**config.mk**
```make
export PLATFORM = sky130hd
export DESIGN_NAME = bounce_box_renderer
export DESIGN_NICKNAME = d
export VERILOG_FILES = /design/src/rtl/bounce_box_renderer.sv
export SDC_FILE = /design/constraint.sdc
export NUM_CORES = 1
export LEC_CHECK = 0
export ABC_AREA = 1
export CAP_MARGIN = 20
export CORE_MARGIN = 2
export CORE_UTILIZATION = 35
export CTS_BUF_LIST = sky130_fd_sc_hd__clkbuf_4
export CTS_CLUSTER_DIAMETER = 30
export DETAILED_ROUTE_END_ITERATION = 8
export PLACE_DENSITY = 0.56
export SLEW_MARGIN = 30
export SYNTH_ARGS = -nofsm -noshare
export SYNTH_HDL_FRONTEND = slang
export SYNTH_SLANG_ARGS = --single-unit
export TNS_END_PERCENT = 10
```
**constraint.sdc**
```tcl
create_clock -name CLK -period 6.1 [get_ports CLK]
set_input_delay 1.22 -clock CLK [delete_from_list [all_inputs] [get_ports CLK]]
set_output_delay 1.22 -clock CLK [all_outputs]
set_load 0.05 [all_outputs]
```
**src/rtl/bounce_box_renderer.sv**
```systemverilog
// rtl/bounce_box_renderer.sv - checkerboard pixel source with a bouncing solid box
// Every output, sync included, is registered once so the panel sees an aligned stream.
module bounce_box_renderer #(
   parameter int H_ACTIVE = 800,
   parameter int V_ACTIVE = 480,
   parameter int BOX_W    = 64,
   parameter int BOX_H    = 48,
   parameter int STEP     = 2
) (
   input  logic       CLK,
   input  logic       nRST,
   input  logic [9:0] X,
   input  logic [9:0] Y,
   input  logic       DE,
   input  logic       HSYNC,
   input  logic       VSYNC,
   input  logic       PAUSE,
   output logic       DE_O,
   output logic       HSYNC_O,
   output logic       VSYNC_O,
   output logic [4:0] R,
   output logic [5:0] G,
   output logic [4:0] B,
   output logic       HIT
);

   localparam logic [10:0] XMAX     = 11'(H_ACTIVE - BOX_W);
   localparam logic [10:0] YMAX     = 11'(V_ACTIVE - BOX_H);
   localparam logic [10:0] STP      = 11'(STEP);
   localparam logic [10:0] LAST_ROW = 11'(V_ACTIVE - 1);

   logic [10:0] pos_x, pos_y;
   logic        dir_x, dir_y;
   logic [2:0]  cidx;
   logic        de_q;

   logic        tick;
   logic        in_box;
   logic [10:0] x_ext, y_ext;
   logic [12:0] nx, ny;
   logic        hit_any;
   logic [4:0]  pix_r, pix_b;
   logic [5:0]  pix_g;

   // Returns {hit, new_dir, new_pos}; dir=1 means moving toward larger coordinates.
   function automatic logic [12:0] step_axis(input logic [10:0] pos, input logic dir,
                                             input logic [10:0] lim);
      logic [12:0] res;
      res = {1'b0, dir, pos};
      if (dir) begin
         if (pos + STP > lim) res = {1'b1, 1'b0, lim};
         else                 res = {1'b0, 1'b1, pos + STP};
      end else begin
         if (pos < STP)       res = {1'b1, 1'b1, 11'd0};
         else                 res = {1'b0, 1'b0, pos - STP};
      end
      return res;
   endfunction

   assign x_ext   = {1'b0, X};
   assign y_ext   = {1'b0, Y};
   // Falling DE on the last active line: position moves during blanking.
   assign tick    = de_q && !DE && (y_ext == LAST_ROW);
   assign nx      = step_axis(pos_x, dir_x, XMAX);
   assign ny      = step_axis(pos_y, dir_y, YMAX);
   assign hit_any = nx[12] || ny[12];
   assign in_box  = (x_ext >= pos_x) && (x_ext < pos_x + 11'(BOX_W)) &&
                    (y_ext >= pos_y) && (y_ext < pos_y + 11'(BOX_H));
   assign DE_O    = de_q;

   always_comb begin
      pix_r = 5'd0;
      pix_g = 6'd0;
      pix_b = 5'd0;
      if (DE) begin
         if (in_box) begin
            pix_r = cidx[2] ? 5'd31 : 5'd0;
            pix_g = cidx[1] ? 6'd63 : 6'd0;
            pix_b = cidx[0] ? 5'd31 : 5'd0;
         end else if (X[5] ^ Y[5]) begin
            pix_g = 6'd8;
            pix_b = 5'd12;
         end else begin
            pix_b = 5'd4;
         end
      end
   end

   always_ff @(posedge CLK) begin
      if (!nRST) begin
         pos_x   <= '0;
         pos_y   <= '0;
         dir_x   <= 1'b1;
         dir_y   <= 1'b1;
         cidx    <= 3'd7;
         de_q    <= 1'b0;
         HSYNC_O <= 1'b0;
         VSYNC_O <= 1'b0;
         R       <= '0;
         G       <= '0;
         B       <= '0;
         HIT     <= 1'b0;
      end else begin
         de_q    <= DE;
         HSYNC_O <= HSYNC;
         VSYNC_O <= VSYNC;
         R       <= pix_r;
         G       <= pix_g;
         B       <= pix_b;
         HIT     <= 1'b0;
         if (tick && !PAUSE) begin
            pos_x <= nx[10:0];
            dir_x <= nx[11];
            pos_y <= ny[10:0];
            dir_y <= ny[11];
            // A corner hit still advances the colour only once.
            if (hit_any) begin
               HIT  <= 1'b1;
               cidx <= (cidx == 3'd7) ? 3'd1 : cidx + 3'd1;
            end
         end
      end
   end

endmodule

```
* Yosys cells after proc, flatten, opt, wreduce, memory -nomap -nowiden
Cells that the tools add are included.
Operators by class: muxes and demuxes 15, equality and inequality tests 2, $add $sub $neg 7, bitwise logic cells 1, magnitude comparators 8, reductions and logical operators 13
Operators with widths (number):
- two-way mux 13 bit | 6
- adder 11 x 2 -> 11 bit, second input constant | 2
- greater-or-equal comparator 10 x 11 -> 1 bit | 2
- less-than comparator 10 x 11 -> 1 bit | 2
- less-than comparator 11 x 2 -> 1 bit, second input constant | 2
- subtractor 11 x 2 -> 11 bit, second input constant | 2
- two-way mux 5 bit | 3
- two-way mux 6 bit | 2
- adder 11 x 6 -> 11 bit, second input constant | 1
- adder 11 x 7 -> 11 bit, second input constant | 1
- > comparator 11 x 10 -> 1 bit, second input constant | 1
- > comparator 11 x 9 -> 1 bit, second input constant | 1
- == test 10 x 9 -> 1 bit, second input constant | 1
- two-way mux 4 bit | 2
- logical AND 1 bit | 6
- AND reduction 2 bit | 3
- adder 3 x 1 -> 3 bit, second input constant | 1
- == test 3 bit, second input constant | 1
- two-way mux 3 bit | 1
- AND reduction 3 bit | 1
- zero test 1 bit | 2
- logical OR 1 bit | 1
- two-way mux 1 bit | 1
- XOR 1 bit | 1
Storage, ports and cells: flip-flop bits (word level) 47, bits of input ports 26, output and inout port bits 20

* Depth between registers and ports, before layout
Gate-level depths: netlist of run 1.
depth in word-level cells 6, depth in mapped cells 15, depth with buffers taken out 15

* Worst setup path before layout of run 1
No wires, ideal clock.
path kind input -> register, from input X[9], to register B[2], setup slack 3.603 ns, arrival 2.388 ns, stages on the path 12, cells stage by stage ha_1 > inv_1 > nor2_1 > and3_1 > nand2_1 > nand3_1 > nand2_1 > nand3b_1 > nor2_4 > nand2_1 > nand2_1 > inv_1
On the way: word-level cells in the longest chain between the ends 5
Ends and longest elaborated chain:
- start, declared | line 12 | input logic [9:0] X,
- greater-or-equal comparator 10 x 11 -> 1 bit / less-than comparator 10 x 11 -> 1 bit (equally long branches) | line 67 | assign in_box = (x_ext >= pos_x) && (x_ext < pos_x + 11'(BOX_W)) &&
- logical AND 1 bit * (2 in a row) | line 67
- logical AND 1 bit * | line 68 | (y_ext >= pos_y) && (y_ext < pos_y + 11'(BOX_H));
- two-way mux 5 bit * | line 76 | if (in_box) begin
- end signal, assigned | line 109 | B <= pix_b;
- end, declared | line 23 | output logic [4:0] B,
Mark *: on every way between the ends. The rest lies on a longest branch, timed or not. A chain may end at the register's enable or synchronous reset.

* Worst setup path after layout of run 1
from input Y[8], to register pos_y[10]
On the way: word-level cells in the longest chain between the ends 3
Ends and longest elaborated chain:
- start, declared | line 13 | input logic [9:0] Y,
- == test 10 x 9 -> 1 bit | line 63 | assign tick = de_q && !DE && (y_ext == LAST_ROW);
- logical AND 1 bit | line 63
- logical AND 1 bit | line 111 | if (tick && !PAUSE) begin
- end signal, assigned | line 114 | pos_y <= ny[10:0];
- end, declared | line 32 | logic [10:0] pos_x, pos_y;
Every way passes these cells.

==> reports/summary.log, run 1 <==
qor: clock_tree.holdBufCountCts 0
qor: synth.number_of_flops_mapped_to_enable_cells_by_yosys 0
qor: hold_path.worst_hold_path.num_cells 2
qor: timing.final-setup-viol-count 0
qor: power.pd_cells 114 nW/um2
qor: synth.synth_simple_gate_area_frac 0.347
qor: synth.synth_top_family_by_area simple AND/OR/NAND/NOR gates
qor: clock_tree.clock_insertion_delay_worst_skew 0.34 ns
qor: synth.synth-xor-area-share 0.0534
qor: setup_path.worst_r2r_dst B[3]
qor: die.fp.dieH 101 um
qor: synth.top_post_synthesis_cells_by_area dfxtp_1 (21%), ha_1 (14%), nand2_1 (12%)
qor: global_routing.grt_max_degree 24
qor: die.row_count 35
qor: routing.drc 0
qor: global_routing.grt.overflow.total 0
qor: synth.synth_nets 554
qor: synth.seq_area_frac_synth 0.214
qor: placed_design.hpwlAfterDp 6730 um
qor: clock_tree.cts_inserted_buffers 5
qor: setup_path.setup.reg_to_reg.worst_slack 3.62 ns
qor: final_layout.area.growth.synth_to_final 15.1%
qor: global_routing.vias_in_the_first_global_route 3,019
qor: global_routing.groute.usage.overall 0.170
qor: routing.wire_per_inst 13.0 um
qor: clock_tree.cts_tree built
qor: clock_tree.cts_root_buffer clkbuf_4
qor: final_layout.nNetsFinal 584
qor: synth.yosysMostFrequentCell nand2_1
qor: timing.post_route_setup_tns 0 ns
qor: placed_design.portBuffers 44
qor: timing.clock-skew-final 0.0196 ns
qor: synth.post_synth.cell_area_avg 6.70 um2
qor: timing.fmax 314 MHz
qor: clock_tree.worst_setup_hold_path_clk_slew 0.10 ns
qor: setup_path.crit_path_start Y[8]
qor: die.initial_utilization 0.358
qor: global_routing.grt_first_pass_wirelength 13,800 um
qor: synth.netlist_area 3280 um2
qor: setup_path.path_cells clkdlybuf4s50_1, inv_1, nor4_1, nand2_1, inv_1, nand4_1, xor2_1, nor2_1
qor: synth.synth.ff_latch_count 35
qor: setup_path.delay_of_the_slowest_cell_on_the_worst_path 0.58 ns
qor: synth.yosys-mux-area-fraction 0
qor: job.cap_violations 0
qor: placed_design.gpl.final_weighted_congestion 0.885
qor: clock_tree.cts_setup_buffers 0
qor: hold_path.timing.hold.worst_endpoint R[3]
qor: placed_design.detailed_place.area 3720 um2
qor: setup_path.endpoint_kind register
qor: synth.synth.distinct_cells 36
qor: routing.vias_per_cell 4.90
qor: setup_path.timing.rr.start pos_y[4]
qor: setup_path.worstPathMaxFanout 22
qor: clock_tree.cts-htree-levels 2
qor: die.fp.dieArea 10,200 um2
qor: routing.dr_total_vias 3,095
qor: routing.drt_wl_total 8250 um
qor: timing.finalHoldViolCount 0
qor: power.power_leakage 1.75 nW
qor: synth.synth_flop_cell dfxtp_1
qor: power.post-layout-total-power 0.431 mW
qor: timing.finalCritPeriodShare 0.523
qor: timing.tightestPinTransition 0.899 ns
qor: global_routing.grt_antenna_before_repair 0
qor: outcome.outcome finished, final reports clean
qor: setup_path.rr_worst_depth 13
qor: timing.timing.final.max_slew_violations 0
qor: clock_tree.clock_tree.buffer_depth 2
qor: routing.firstDrtPassIters 4
qor: timing.worst_slew_margin_rel 0.399
qor: clock_tree.post_cts_resize_count 0
qor: synth.synth_compound_gate_area_share 0.132
qor: synth.netlist.top_cell.by_area dfxtp_1
qor: die.io-pin-count 46
qor: power.ir_drop 0.0722 mV
qor: routing.initialDrtViolationCount 82
qor: setup_path.worst-endpoint-required 6.31 ns
qor: synth.post_synth_inst_count 490
qor: hold_path.hp-class reg -> reg
qor: setup_path.library_cell_contributing_the_largest_single_delay_on_the_critical_path inv_1
qor: synth.yosys.area.top_type_share 0.214
qor: synth.ys_async_sr_fraction 0
qor: hold_path.holdCritStartpoint cidx[2]
qor: synth.ys.warnings.count 0
qor: setup_path.path_common_cell inv_1
qor: final_layout.layout-drive-gt1-share 0.0729
qor: setup_path.cp_data_arrival_time 3.40 ns
qor: final_layout.antennaDiodeCount 0
qor: routing.detail-route-antenna-nets 0
qor: synth.synth_common_cells nand2_1 (108), inv_1 (58), nand3_1 (40), nor2_1 (40), ha_1 (38)
qor: timing.finalWorstPathRequiredPeriod 3.19 ns
qor: final_layout.final_design_area_no_fill 3780 um2
qor: setup_path.critPathKind in -> reg
qor: synth.post_synth_fa_ha_maj_area_fraction 0.145
qor: setup_path.startpoint_type input pin
qor: die.core_area 9150 um2
qor: clock_tree.cts.sink_count 35
qor: timing.grt_setup_unrepaired false
qor: die.fp.dieW 101 um
-- registers in the layout, summed over array words and instances (netlist names), 2 cells and up --
register,cells
B,3
G,2
cidx,3
pos_x,10
pos_y,10
-- critical path: cells and delay by family --
family                 cells  cell delay, ns
XOR/XNOR                   1            0.18
buffers and inverters      3            1.20
AND/OR/NAND/NOR            4            0.79
-- worst max path at each step --
stage	endpoint	slack (ns)	cells after the start
6_report	pos_y[10]	2.91	8
5_1_grt	pos_y[10]	2.73	9
4_1_cts	pos_y[10]	2.91	8
3_5_place_dp	pos_y[10]	2.59	8
3_3_place_gp	pos_y[10]	2.58	8
2_1_floorplan	B[2]	3.60	12
-- placed cells by master (no fill, tap or decap), drive strengths merged --
cell	n
a21o	2
a21oi	39
a22oi	2
a31oi	3
and3	1
clkbuf	6
clkdlybuf4s50	44
clkinv	2
dfxtp	35
ha	38
inv	60
nand2	119
nand3	45
nand3b	2
nand4	8
nor2	49
nor3	6
nor4	3
o2111ai	1
o211ai	3
o21a	2
o21ai	26
or2	5
xnor2	1
xor2	19
-- per-stage QoR --
stage / util / instances / setup WS [ns] / hold WS, ns
2_1_floorplan: - / 490 / 3.60 / 0.425
3_3_place_gp: 0.407 / 624 / 2.58 / 0.451
3_5_place_dp: 0.407 / 624 / 2.59 / 0.455
4_1_cts: 0.413 / 632 / 2.91 / 0.466
5_1_grt: 0.413 / 632 / 2.73 / 0.504
6_report: 0.413 / 632 / 2.91 / 0.467
-- where the power goes --
group	internal, mW	switching [mW]	total, mW
sequential	0.231	0.00113	0.232
combinational	0.0331	0.0418	0.0750
clock	0.0472	0.0770	0.124
-- cells by family after synthesis --
logic type,Yosys count
AND/OR/NAND/NOR,238
buffers and inverters,81
AO/OA/AOI/OAI,78
adder cells (fa/ha/maj),38
flip-flops,35
XOR/XNOR,20
-- final cells by class --
type	count	area, um2
fill	976	5380
multi-input combinational	374	2220
sequential	35	701
timing repair buffer	44	440
inverter	60	225
tap	111	139
clock buffer	6	45.0
clock inverter	2	7.51
-- routing by layer --
layer,vias up,global-route usage,share of wire
met5,-,0,0
met4,0,0.0369,0.012
met3,7,0.0243,0.023
met2,29,0.322,0.51
met1,1400,0.201,0.46
li1,1659,-,-
(Power assumes the default switching activity.)
==> run 2, diff against run 1 <==
- clock period: 6.1 -> 3.3 ns (I/O delays scaled with it)
==> reports/summary.log, run 2 (same netlist as run 1, synthesis figures left out) <==
qor: outcome.outcome finished, final reports clean
qor: setup_path.worst-endpoint-required 3.53 ns [-2.78 ns]
qor: setup_path.critical_path_buf_inv_count 2 [-1]
qor: die.fp.dieW 101 um [unchanged]
qor: setup_path.crit_family adder cells
qor: global_routing.grt_first_pass_wirelength 14,300 um [+3.4%]
qor: hold_path.timing.hold.worst_endpoint R[3]
qor: placed_design.hpwlAfterDp 6760 um [+0.43%]
qor: routing.dr.max_layer_used met4
qor: die.row_count 35 [unchanged]
qor: die.core_area 9150 um2 [unchanged]
qor: routing.firstDrtPassIters 5 [+1]
qor: final_layout.final_cell_mix nand2_1 (108), inv_1 (58), clkdlybuf4s50_1 (44), nand3_1 (40), nor2_1 (40)
qor: setup_path.timing.rr.start pos_y[4]
qor: global_routing.grt_max_degree 23 [-4.2%]
qor: timing.clock-skew-final 0.0166 ns [-0.00304 ns]
qor: die.fp.dieH 101 um [unchanged]
qor: timing.worst_slew_margin_rel 0.657 [+0.258]
qor: routing.met2_length 4190 um [-0.45%]
qor: routing.initialDrtViolationCount 116 [+41%]
qor: clock_tree.cts_root_buffer clkbuf_4
qor: power.ir_drop 0.169 mV [+130%]
qor: clock_tree.clock_tree.buffer_depth 2 [unchanged]
qor: setup_path.worstSetupPathDepth 13 [+5]
qor: die.io-pin-count 46 [unchanged]
qor: routing.drc 0 [unchanged]
qor: final_layout.area.growth.synth_to_final 16.8%
qor: placed_design.portBuffers 44 [unchanged]
qor: setup_path.cp_data_arrival_time 2.70 ns [-0.70 ns]
qor: global_routing.vias_in_the_first_global_route 3,105 [+2.8%]
qor: timing.finalHoldViolCount 0 [unchanged]
qor: placed_design.dp_cells 628 [+0.64%]
qor: routing.dr_total_vias 3,162 [+2.2%]
qor: hold_path.holdCritStartpoint cidx[2]
qor: clock_tree.post_cts_resize_count 0 [unchanged]
qor: hold_path.hp-class reg -> reg
qor: final_layout.mostFrequentLayoutCell nand2_1
qor: timing.grt_setup_unrepaired false
qor: routing.drt_wl_total 8470 um [+2.7%]
qor: final_layout.filler_cell_count 984 [+0.82%]
qor: timing.post_route_setup_tns 0 ns [unchanged]
qor: final_layout.antennaDiodeCount 0 [unchanged]
qor: die.fp.dieArea 10,200 um2 [unchanged]
qor: timing.final-setup-viol-count 0 [unchanged]
qor: power.pd_cells 230 nW/um2 [+100%]
qor: placed_design.detailed_place.area 3750 um2 [+0.81%]
qor: routing.met1_wl 3840 um [+2.3%]
qor: routing.vias_per_cell 4.97 [+1.5%]
qor: final_layout.final_cell_count_no_fill 636 [+0.63%]
qor: setup_path.rr_worst_depth 13 [unchanged]
qor: clock_tree.cts_tree built
qor: timing.timing.final.max_slew_violations 0 [unchanged]
qor: setup_path.crit_path_start pos_y[4]
qor: clock_tree.clock_insertion_delay_worst_skew 0.35 ns [about the same]
qor: timing.finalWorstPathRequiredPeriod 2.47 ns
qor: setup_path.worst_r2r_dst B[3]
qor: global_routing.groute.usage.overall 0.175 [+0.00488]
qor: setup_path.startpoint_type register
qor: setup_path.endpoint_kind register
qor: placed_design.gpl.final_weighted_congestion 0.868 [-1.9%]
qor: hold_path.worst_hold_path.num_cells 2 [unchanged]
qor: clock_tree.cts-htree-levels 2 [unchanged]
qor: job.cap_violations 0 [unchanged]
qor: setup_path.library_cell_contributing_the_largest_single_delay_on_the_critical_path dfxtp_1
qor: final_layout.layout-drive-gt1-share 0.0819 [+0.00897]
qor: timing.fin_worst_hold_slack 0.451 ns [-0.0163 ns]
qor: power.power_leakage 1.79 nW [+1.8%]
qor: setup_path.path_cells inv_2, ha_1, inv_1, nand2_1, xor2_1, ha_1, a21o_1, nand3_1, nand2_1, a21oi_2, nand2_2, o21ai_1, nand2_1
qor: routing.met3RoutedLength 252 um [+33%]
qor: timing.fmax 405 MHz
qor: clock_tree.cts_setup_buffers 0 [unchanged]
qor: global_routing.grt_antenna_before_repair 0 [unchanged]
qor: setup_path.setup.reg_to_reg.worst_slack 0.83 ns [-2.79 ns]
qor: timing.finalCritPeriodShare 0.748
qor: final_layout.reg.largest.list pos_x x10, pos_y x10
qor: clock_tree.cts.sink_count 35 [unchanged]
qor: clock_tree.holdBufCountCts 0 [unchanged]
qor: clock_tree.cts_inserted_buffers 5 [unchanged]
qor: final_layout.final_design_area_no_fill 3830 um2 [+1.4%]
qor: clock_tree.worst_setup_hold_path_clk_slew 0.11 ns [about the same]
qor: routing.wire_per_inst 13.3 um [+2.0%]
qor: setup_path.worstPathMaxFanout 7 [-68%]
qor: timing.tightestPinTransition 0.513 ns [-0.385 ns]
qor: setup_path.path_common_cell nand2_1
qor: global_routing.grt.overflow.total 0 [unchanged]
qor: die.initial_utilization 0.358 [unchanged]
qor: setup_path.delay_of_the_slowest_cell_on_the_worst_path 0.48 ns [-0.10 ns]
qor: routing.detail-route-antenna-nets 0 [unchanged]
qor: setup_path.critPathKind reg -> reg
qor: final_layout.nNetsFinal 588 [+0.68%]
==> run 2: changes by cell type in the layout (fill, tap and decap cells not counted) <==
cell / previous run / this run
buf_4: 0 / 4
bufinv_16: 0 / 1
clkbuf_4: 6 / 5
clkinv_1: 2 / 1
clkinv_2: 0 / 1
==> run 2: layout make-up <==
cell class	instances	area, um2	share of cell area
clock inverter	3	38.8	0.0101
clock buffer	5	37.5	0.00980
inverter	60	225	0.0588
tap	111	139	0.0363
sequential	35	701	0.183
timing repair buffer	48	470	0.123
multi-input combinational	374	2220	0.579
==> run 2: worst max path at each step <==
stage                       to  slack [ns]
after floorplan           B[2]        1.26
after global placement    G[3]        0.57
after detailed placement  B[3]        0.56
after CTS                 B[3]        0.79
after global routing      B[3]        0.64
final                     B[3]        0.83
==> run 2: layer usage <==
metal | track usage | vias to the layer above
li1 | - | 1667
met1 | 0.211 | 1436
met2 | 0.318 | 49
met3 | 0.0270 | 10
met4 | 0.0516 | 0
met5 | 0 | -
==> run 2: stage by stage <==
| step | setup WS, ns | power (mW) | util |
|---|---|---|---|
| after floorplan | 1.26 | 0.515 | - |
| after global placement | 0.567 | 0.577 | 0.410 |
| after detailed placement | 0.556 | 0.579 | 0.410 |
| after CTS | 0.793 | 0.893 | 0.419 |
| after global routing | 0.636 | 0.925 | 0.419 |
| final | 0.832 | 0.880 | 0.419 |
==> run 2: power by group <==
group | switching (mW) | internal (mW) | leakage (nW)
Sequential | 0.00183 | 0.427 | 0.284
Combinational | 0.0780 | 0.0617 | 1.46
Clock | 0.155 | 0.156 | 0.0426
Total | 0.235 | 0.644 | 1.79
==> run 2: worst reg2reg max path, cell delays in order, from the launching register on <==
cell,delay [ns]
dfxtp_1,0.48
inv_2,0.13
ha_1,0.27
inv_1,0.09
nand2_1,0.06
xor2_1,0.15
ha_1,0.31
a21o_1,0.16
nand3_1,0.07
nand2_1,0.06
a21oi_2,0.11
nand2_2,0.09
o21ai_1,0.29
nand2_1,0.09
==> run 3, diff against run 2 <==
- PLACE_DENSITY: 0.56 -> 0.58
- clock period: 3.3 -> 2.23 ns (I/O delays scaled with it)
==> reports/summary.log, run 3 (same netlist as run 1, synthesis figures left out) <==
qor: outcome.outcome finished, final reports clean
qor: global_routing.grt_antenna_before_repair 0 [unchanged]
qor: setup_path.endpoint_kind register
qor: routing.vias_per_cell 4.87 [-1.9%]
qor: hold_path.hp-class reg -> reg
qor: die.fp.dieH 101 um [unchanged]
qor: global_routing.grt_max_degree 22 [-4.3%]
qor: timing.final-setup-viol-count 0 [unchanged]
qor: final_layout.nNetsFinal 632 [+7.5%]
qor: job.cap_violations 0 [unchanged]
qor: global_routing.vias_in_the_first_global_route 3,185 [+2.6%]
qor: final_layout.area.growth.synth_to_final 27.3%
qor: final_layout.final_cell_count_no_fill 679 [+6.8%]
qor: power.pd_cells 288 nW/um2 [+26%]
qor: timing.finalHoldViolCount 0 [unchanged]
qor: final_layout.mostFrequentLayoutCell nand2_1
qor: die.initial_utilization 0.358 [unchanged]
qor: clock_tree.holdBufCountCts 0 [unchanged]
qor: final_layout.final_cell_mix nand2_1 (107), inv_1 (55), buf_4 (47), clkdlybuf4s50_1 (44), nor2_1 (40)
qor: clock_tree.cts-htree-levels 2 [unchanged]
qor: placed_design.hpwlAfterDp 7080 um [+4.8%]
qor: timing.finalWorstPathRequiredPeriod 2.17 ns [-0.300 ns]
qor: final_layout.antennaDiodeCount 0 [unchanged]
qor: timing.grt_setup_unrepaired true
qor: die.io-pin-count 46 [unchanged]
qor: placed_design.portBuffers 44 [unchanged]
qor: routing.dr_total_vias 3,310 [+4.7%]
qor: clock_tree.cts_root_buffer clkbuf_4
qor: timing.worst_slew_margin_rel 0.664 [+0.00710]
qor: clock_tree.cts_tree built
qor: routing.drt_wl_total 8690 um [+2.7%]
qor: timing.post_route_setup_tns 0 ns [unchanged]
qor: power.power_leakage 1.99 nW [+12%]
qor: global_routing.grt_first_pass_wirelength 14,500 um [+1.6%]
qor: global_routing.grt.overflow.total 0 [unchanged]
qor: clock_tree.clock_insertion_delay_worst_skew 0.35 ns [about the same]
qor: clock_tree.worst_setup_hold_path_clk_slew 0.12 ns [about the same]
qor: setup_path.startpoint_type register
qor: final_layout.reg.largest.list pos_x x10, pos_y x10
qor: clock_tree.cts_inserted_buffers 5 [unchanged]
qor: die.row_count 35 [unchanged]
qor: clock_tree.clock_tree.buffer_depth 2 [unchanged]
qor: setup_path.worstPathMaxFanout 4 [-3]
qor: routing.firstDrtPassIters 4 [-1]
qor: power.post-layout-total-power 1.20 mW [+37%]
qor: placed_design.detailed_place.area 4070 um2 [+8.3%]
qor: routing.wire_per_inst 12.8 um [-3.8%]
qor: routing.drc 0 [unchanged]
qor: timing.fin_worst_hold_slack 0.449 ns [-0.00178 ns]
qor: power.ir_drop 0.140 mV [-17%]
qor: global_routing.groute.usage.overall 0.179 [+0.00388]
qor: die.fp.dieArea 10,200 um2 [unchanged]
qor: setup_path.critPathKind reg -> reg
qor: placed_design.dp_cells 668 [+6.4%]
qor: final_layout.final_design_area_no_fill 4180 um2 [+9.0%]
qor: setup_path.cp_data_arrival_time 2.41 ns [-0.29 ns]
qor: routing.initialDrtViolationCount 115 [-0.86%]
qor: setup_path.worst-endpoint-required 2.47 ns [-1.06 ns]
qor: timing.clock-skew-final 0.0171 ns [+0.000503 ns]
qor: timing.fmax 461 MHz [+14%]
qor: die.core_area 9150 um2 [unchanged]
qor: clock_tree.cts.sink_count 35 [unchanged]
qor: placed_design.gpl.final_weighted_congestion 0.932 [+7.3%]
qor: routing.detail-route-antenna-nets 0 [unchanged]
qor: timing.timing.final.max_slew_violations 0 [unchanged]
qor: final_layout.layout-drive-gt1-share 0.173 [+0.0906]
qor: timing.finalCritPeriodShare 0.972 [+0.224]
qor: die.fp.dieW 101 um [unchanged]
qor: timing.tightestPinTransition 0.503 ns [-0.0106 ns]
==> run 3: changes by cell type in the layout (fill, tap and decap cells not counted), sizes merged <==
cell    previous run  this run
buf                4        48
bufinv             1         0
==> run 3: worst paths after layout <==
kind                            cells past startpoint   end  slack [ns]  startpoint
worst max register to register                     14  B[3]        0.06    pos_y[4]
worst min register to register                      2  R[3]        0.45     cidx[2]
worst max-delay path                               14  B[3]        0.06    pos_y[4]
worst min-delay path                                2  R[3]        0.45     cidx[2]
==> run 3: cell type report <==
class                      instances  area (um2)
sequential                        35         711
inverter                          60         228
multi-input combinational        374        2240
tap                              111         139
timing repair buffer              92         813
clock buffer                       5        37.5
fill                             963        4980
clock inverter                     2        8.76
==> run 3: metrics by stage <==
step	setup slack [ns]	utilization
3_3_place_gp	-0.135	0.444
5_1_grt	-0.0484	0.456
6_report	0.0623	0.456
4_1_cts	0.0150	0.449
3_5_place_dp	-0.198	0.444
2_1_floorplan	0.192	-
==> run 3: metal layers <==
layer / vias up / global-route usage / share of wire
met4: 0 / 0.0485 / 0.013
met5: - / 0 / 0
met3: 14 / 0.0257 / 0.026
met2: 48 / 0.329 / 0.51
li1: 1750 / - / -
met1: 1498 / 0.215 / 0.45
==> run 3: power by group <==
part           internal (mW)  leakage [nW]  switching [mW]
sequential             0.630         0.287         0.00289
combinational          0.113          1.68           0.121
clock                  0.112        0.0285           0.226
==> run 3: what timing repair did <==
item / in CTS / in global routing
setup endpoints to repair: 0 / 6
setup buffers: 0 / 4
resized for setup: 0 / 15
==> run 3: worst max-delay path: stages (launching register included) <==
cell and delay, ns:
dfxtp_2 0.35, inv_2 0.07, ha_4 0.16, inv_2 0.06
nand2_2 0.05, xor2_1 0.16, ha_1 0.32, a21o_1 0.18
nand3_1 0.07, nand2_1 0.07, a21oi_2 0.12, nand2_2 0.10
o21ai_1 0.16, buf_4 0.14, nand2_1 0.05
